===== src/rtl/comparator_serial.sv =====
// Serial magnitude comparator: compares W bits per cycle from the top chunk down,
// stopping at the first differing chunk. Signed or unsigned per transaction, valid/ready on both sides.
module comparator_serial #(
    parameter int N = 32,
    parameter int W = 8
) (
    input  logic         clk,
    input  logic         rst,
    input  logic         i_valid,
    output logic         i_ready,
    input  logic [N-1:0] a,
    input  logic [N-1:0] b,
    input  logic         is_signed,
    output logic         o_valid,
    input  logic         o_ready,
    output logic         lt,
    output logic         eq,
    output logic         gt
);
    localparam int C     = N / W;
    localparam int IDX_W = (C > 1) ? $clog2(C) : 1;
    localparam logic [N-1:0] MSB_MASK = N'(1) << (N - 1);

    typedef enum logic [1:0] {IDLE, RUN, DONE} state_t;

    state_t             state_q, state_d;
    logic [N-1:0]       a_q, a_d;
    logic [N-1:0]       b_q, b_d;
    logic [IDX_W-1:0]   idx_q, idx_d;
    logic               lt_q, lt_d;
    logic               eq_q, eq_d;
    logic               gt_q, gt_d;
    logic [W-1:0]       chunk_a;
    logic [W-1:0]       chunk_b;

    // Signed mode flips the sign bit once at accept time, so every later chunk
    // compare is a plain unsigned one.
    assign chunk_a = W'(a_q >> (idx_q * W));
    assign chunk_b = W'(b_q >> (idx_q * W));

    always_comb begin
        state_d = state_q;
        a_d     = a_q;
        b_d     = b_q;
        idx_d   = idx_q;
        lt_d    = lt_q;
        eq_d    = eq_q;
        gt_d    = gt_q;
        case (state_q)
            IDLE: begin
                if (i_valid) begin
                    a_d     = a ^ (is_signed ? MSB_MASK : '0);
                    b_d     = b ^ (is_signed ? MSB_MASK : '0);
                    idx_d   = IDX_W'(C - 1);
                    state_d = RUN;
                end
            end
            RUN: begin
                if (chunk_a != chunk_b) begin
                    lt_d    = (chunk_a < chunk_b);
                    gt_d    = (chunk_a > chunk_b);
                    eq_d    = 1'b0;
                    state_d = DONE;
                end else if (idx_q == '0) begin
                    lt_d    = 1'b0;
                    gt_d    = 1'b0;
                    eq_d    = 1'b1;
                    state_d = DONE;
                end else begin
                    idx_d = idx_q - IDX_W'(1);
                end
            end
            DONE: begin
                if (o_ready) begin
                    state_d = IDLE;
                end
            end
            default: state_d = IDLE;
        endcase
    end

    always_ff @(posedge clk) begin
        if (rst) begin
            state_q <= IDLE;
            a_q     <= '0;
            b_q     <= '0;
            idx_q   <= '0;
            lt_q    <= 1'b0;
            eq_q    <= 1'b0;
            gt_q    <= 1'b0;
        end else begin
            state_q <= state_d;
            a_q     <= a_d;
            b_q     <= b_d;
            idx_q   <= idx_d;
            lt_q    <= lt_d;
            eq_q    <= eq_d;
            gt_q    <= gt_d;
        end
    end

    assign i_ready = (state_q == IDLE);
    assign o_valid = (state_q == DONE);
    assign lt      = lt_q;
    assign eq      = eq_q;
    assign gt      = gt_q;
endmodule


===== config.mk =====
export PLATFORM = sky130hd
export DESIGN_NAME = comparator_serial
export DESIGN_NICKNAME = d
export VERILOG_FILES = /design/src/rtl/comparator_serial.sv
export SDC_FILE = /design/constraint.sdc
export NUM_CORES = 1
export LEC_CHECK = 0
export BUFFER_PORTS_ARGS = -buffer_cell sky130_fd_sc_hd__buf_2
export CAP_MARGIN = 20
export CORE_MARGIN = 5
export CORE_UTILIZATION = 55
export CTS_CLUSTER_DIAMETER = 120
export DETAILED_ROUTE_END_ITERATION = 6
export PLACE_DENSITY_LB_ADDON = 0.08
export RECOVER_POWER = 50
export REMOVE_ABC_BUFFERS = 1
export SYNTH_ARGS = -nofsm -noshare
export SYNTH_HDL_FRONTEND = slang
export SYNTH_SLANG_ARGS = --single-unit

===== constraint.sdc =====
create_clock -name clk -period 7.3 [get_ports clk]
set_input_delay 0.73 -clock clk [delete_from_list [all_inputs] [get_ports clk]]
set_output_delay 0.73 -clock clk [all_outputs]
set_load 0.05 [all_outputs]

# Word level (Yosys, flattened, before mapping)
# Index checks and enable logic that the tools add are counted.
dict set report totals {
  regBits 71
}
dict set report op_classes {
  addsub 1
  order_cmp 2
  eq_ne 8
  shift 2
  muxes 15
  n_bitwise 2
  n_reduce_logical 8
}
# cell count
set op_table {}
lappend op_table {{$shr 32x5->8} 2}
lappend op_table {{$xor 32x32->32} 2}
lappend op_table {{$mux 32} 1}
lappend op_table {{$mux 2} 7}
lappend op_table {{$gt 8x8->1} 1}
lappend op_table {{$lt 8x8->1} 1}
lappend op_table {{$ne 8x8->1} 1}
lappend op_table {{$ne 2x2->1 const B} 3}
lappend op_table {{$pmux 2 s3} 1}
lappend op_table {{$mux 1} 5}
lappend op_table {{$logic_not 2->1} 2}
lappend op_table {{$pmux 2 s2} 1}
lappend op_table {{$reduce_and 2->1} 2}
lappend op_table {{$reduce_and 4->1} 1}
lappend op_table {{$reduce_bool 2->1} 2}
lappend op_table {{$ne 3x3->1 const B} 1}
lappend op_table {{$reduce_and 3->1} 1}
lappend op_table {{$eq 2x1->1 const B} 1}
lappend op_table {{$eq 2x2->1 const B} 1}
lappend op_table {{$ne 2x1->1 const B} 1}
lappend op_table {{$sub 2x1->2 const B} 1}

# Logic depth before layout (Yosys ltp)
dict set report logic_depth {
  word_depth 4
  mapped_depth 9
}

# Worst setup path after synthesis
# No wires, ideal clock.
dict set report synth_path {
  path_type {reg-to-reg}
  startpoint {reg idx_q[0]}
  endpoint {reg idx_q[1]}
  t_arrival_ns 2.671
  required_time_ns 7.221
  slack_ns 4.549
  stages_incl_launch_ff 10
  n_path_buf 2
  cell_sequence {dfxtp_1 buf_2 buf_2 mux4_2 ha_1 nand4_2 or3_4 nor3b_4 nor3_2 a211oi_2}
}
dict set report synth_via {
  elab_chain_cells 4
  elab_cells_between_ends 11
  classes_between {add/sub (1); eq/ne (3); shift (2); mux (3); reduce/logical (2)}
}
# element line
set synth_rtl {}
lappend synth_rtl {{start: declaration} 29} ;# logic [IDX_W-1:0] idx_q, idx_d;
lappend synth_rtl {{start signal: assignment} 95} ;# idx_q <= idx_d;
lappend synth_rtl {{$shr 32x5->8, or another cell as far along} 38} ;# assign chunk_a = W'(a_q >> (idx_q * W));
lappend synth_rtl {{$ne 8x8->1 / $mux 2 (equally long branches)} {59, 64}}
lappend synth_rtl {{$ne 2x2->1 (no line) / $mux 2 (equally long branches)} n/a}
lappend synth_rtl {{$reduce_and 4->1 (no line) / $pmux 2 s2 (equally long branches)} n/a}
# Several ways; a longest one is shown, not always the timed one. The select of a mux whose other input is x is not followed.
# A chain may end at the register's enable or synchronous reset.

# Worst setup path after layout
dict set report layout_path {
  startpoint {reg state_q[1]}
  endpoint {reg b_q[7]}
}
dict set report layout_via {
  elab_chain_cells 2
}
# element line
set layout_rtl {}
lappend layout_rtl {{start: declaration} 26} ;# state_t state_q, state_d;
lappend layout_rtl {{start signal: assignment} 92} ;# state_q <= state_d;
lappend layout_rtl {{$logic_not 2->1} 49} ;# case (state_q)
lappend layout_rtl {{$reduce_and 2->1 (no line)} n/a}
lappend layout_rtl {{end signal: assignment} 86} ;# b_q <= '0;
lappend layout_rtl {{end signal: assignment} 94} ;# b_q <= b_d;
lappend layout_rtl {{end: declaration} 28} ;# logic [N-1:0] b_q, b_d;
# No other way between the ends.

==> flow_metrics.tcl <==
set metrics [dict create \
    cts_tree "done" \
    vias 2572 \
    wl_per_cell_um 13.1 \
    hold_slack_ns 0.456 \
    yosys_warnings 0 \
    hp-class "register to register" \
    failed_checks "max-capacitance violations, max-slew violations" \
    antenna_found_initial 0 \
    numCtsBuffers 9 \
    yosysUniqueCellTypes 29 \
    synth_cells 359 \
    layoutNonFillerInstCount 498 \
    port-buffer-count 73 \
    power.total_mw 1.00 \
    final.period_utilization_pct 45.1 \
    crit_path_end_kind "register" \
    slew_headroom_pct -26.5 \
    gp_congestion 0.761 \
    io_pins 74 \
    ys_ff_latch 71 \
    drc 0 \
    finalWirelength_um 6540 \
    clockRootBuffer "clkbuf_8" \
    drive_above_1_share_pct 26.8 \
    fmax_ghz 0.304 \
    hpwl_um 4310 \
    synth_top_area_share_pct 45.9 \
    crit_required_ns 7.57 \
    synth_common_cells "nand2_1, dfxtp_1, a21oi_1" \
    hold_viol 0 \
    place_ws_ns 4.08 \
    syn_area_mm2 0.00309 \
    rows 27 \
    vdd_drop_max_v 0.000149 \
    grt-ovfl-total 0 \
    maxSlewViolCount 49 \
    rsz0062_at_grt "false" \
    path_class "register to register" \
    crit_arrival_ns 3.56 \
    synthArstFlopShare_pct 0 \
    grt_pass1_wl_um 10800 \
    setup-violations-final 0 \
    cts_sinks 71 \
    synth_area_leaders "dfxtp_1, nand2_1, mux4_2" \
    initial_core_util_pct 56.5 \
    grt_max_degree 73 \
    ys_seq_area_share_pct 45.9 \
    post_drt_via_cell_ratio 5.16 \
    worstMarginPinSlew_ns 1.90 \
    status "finished with violations" \
    postCtsHoldBufs 0 \
    drt_iter0_drc 86 \
    dp_cells 479 \
    synth_most_common_cell "nand2_1" \
    ys.flop_type "dfxtp_1" \
    grt_pass1_vias 2370 \
    fp.dieH_um 85.0 \
    ant_nets 0 \
    cts_setup_buffers 0 \
    clk_latency_ns 0.35 \
    fin_ws_ns 4.01 \
    leakage_nw 1.54 \
    dr.pass1.iters 4 \
    die-area_mm2 0.00723 \
    diodes 0 \
    syn_avg_cell_area_um2 8.62 \
    period_needed_ns 3.29 \
    core_area_mm2 0.00547 \
    powerDensity_mw_per_mm2 268 \
    clockBufferDepth 2 \
    final_nets 499 \
    path_max_fanout 48 \
    synth_largest_area_cell "dfxtp_1" \
    cts-htree-levels 3 \
    start_kind "register" \
    clk_transition_reported_paths_ns 0.08 \
    cts-resized-gates 0 \
    maxCapViolations 1 \
    synth-edff-count 0 \
    track_usage_pct 18.5 \
    area_growth_pct 20.8 \
    die_w_um 85.0 \
    final.setup.tns_ns 0 \
    finClkSkew_ns 0.00757 \
]
path summary, 6_finish.rpt:
| kind | startpoint | end | slack [ns] | cells past startpoint |
|---|---|---|---|---|
| worst max-delay path | state_q[1] | b_q[7] | 4.01 | 5 |
| worst min register to register | a_q[22] | a_q[22] | 0.46 | 2 |
| worst min-delay path | a_q[22] | a_q[22] | 0.46 | 2 |
| worst max register to register | state_q[1] | b_q[7] | 4.01 | 5 |
registers in the layout (all words and copies together), names as in the netlist:
| signal | count |
|---|---|
| eq | 1 |
| gt | 1 |
| lt | 1 |
| state_q | 2 |
| idx_q | 2 |
| a_q | 32 |
| b_q | 32 |
layout by cell type (no fill, tap or decap), drive strengths merged:
cell	synthesis	routed
inv	12	12
clkinvlp	0	2
nor2	7	7
nand2b	1	1
nor3b	1	1
o31ai	1	1
a21oi	68	68
or3	1	1
a21o	1	1
nor3	2	2
a32o	1	1
and2	1	1
nand2	127	127
bufinv	0	3
o21ai	1	1
mux4	16	16
clkbuf	15	12
xnor2	2	2
a211oi	3	3
ha	9	9
a2111oi	1	1
nor2b	3	3
o211ai	1	1
nand4	2	2
dfxtp	71	71
nand3	1	1
buf	11	76
routing by layer:
| layer | GRT usage [%] | part of all wire (%) | vias up | routed length (um) |
|---|---|---|---|---|
| li1 | - | - | 1327 | - |
| met1 | 24.8 | 46 | 1164 | 3000 |
| met2 | 27.9 | 46 | 73 | 2990 |
| met3 | 5.05 | 6.8 | 8 | 445 |
| met4 | 8.63 | 1.6 | 0 | 105 |
| met5 | 0 | 0 | - | 0 |
cell families (layout without fill, tap and decap cells):
logic type,after synthesis,in the layout,share of synthesized area [%]
and+or+nand+nor,146,146,19.5
AOI/OAI and AO/OA,77,77,13.4
xor gates and xnor gates,2,2,0.566
muxes,16,16,11.6
DFF,71,71,45.9
adders and majority gates,9,9,3.64
buffers and inverters,38,105,5.30
cell type report:
cell class	instances	area [um2]
sequential	71	1420
clock buffer	11	141
fill	463	1730
tap	72	90.1
timing repair buffer	77	424
clock inverter	5	105
multi-input combinational	250	1510
inverter	12	45.0
critical path, cell delays in order, from the launching register on:
cell and delay (ns):
dfxtp_1 0.36, nor2_1 0.20, and2_0 0.79, clkbuf_1 1.42, nand2_1 0.20, a21oi_1 0.21
where the power goes:
group | total, mW | switching (mW) | internal (mW) | leakage, nW
logic | 0.178 | 0.0963 | 0.0815 | 0.837
clock network | 0.384 | 0.148 | 0.236 | 0.116
registers | 0.441 | 0.0227 | 0.418 | 0.583
total | 1.00 | 0.267 | 0.736 | 1.54
through the flow:
| stage | utilization (%) | instance area [um2] |
|---|---|---|
| 6_report | 68.3 | 3740 |
| 5_1_grt | 68.3 | 3740 |
| 4_1_cts | 67.4 | 3690 |
| 3_5_place_dp | 62.9 | 3440 |
| 3_3_place_gp | 62.9 | 3440 |
| 2_1_floorplan | - | 2980 |
(Power assumes the default switching activity.)
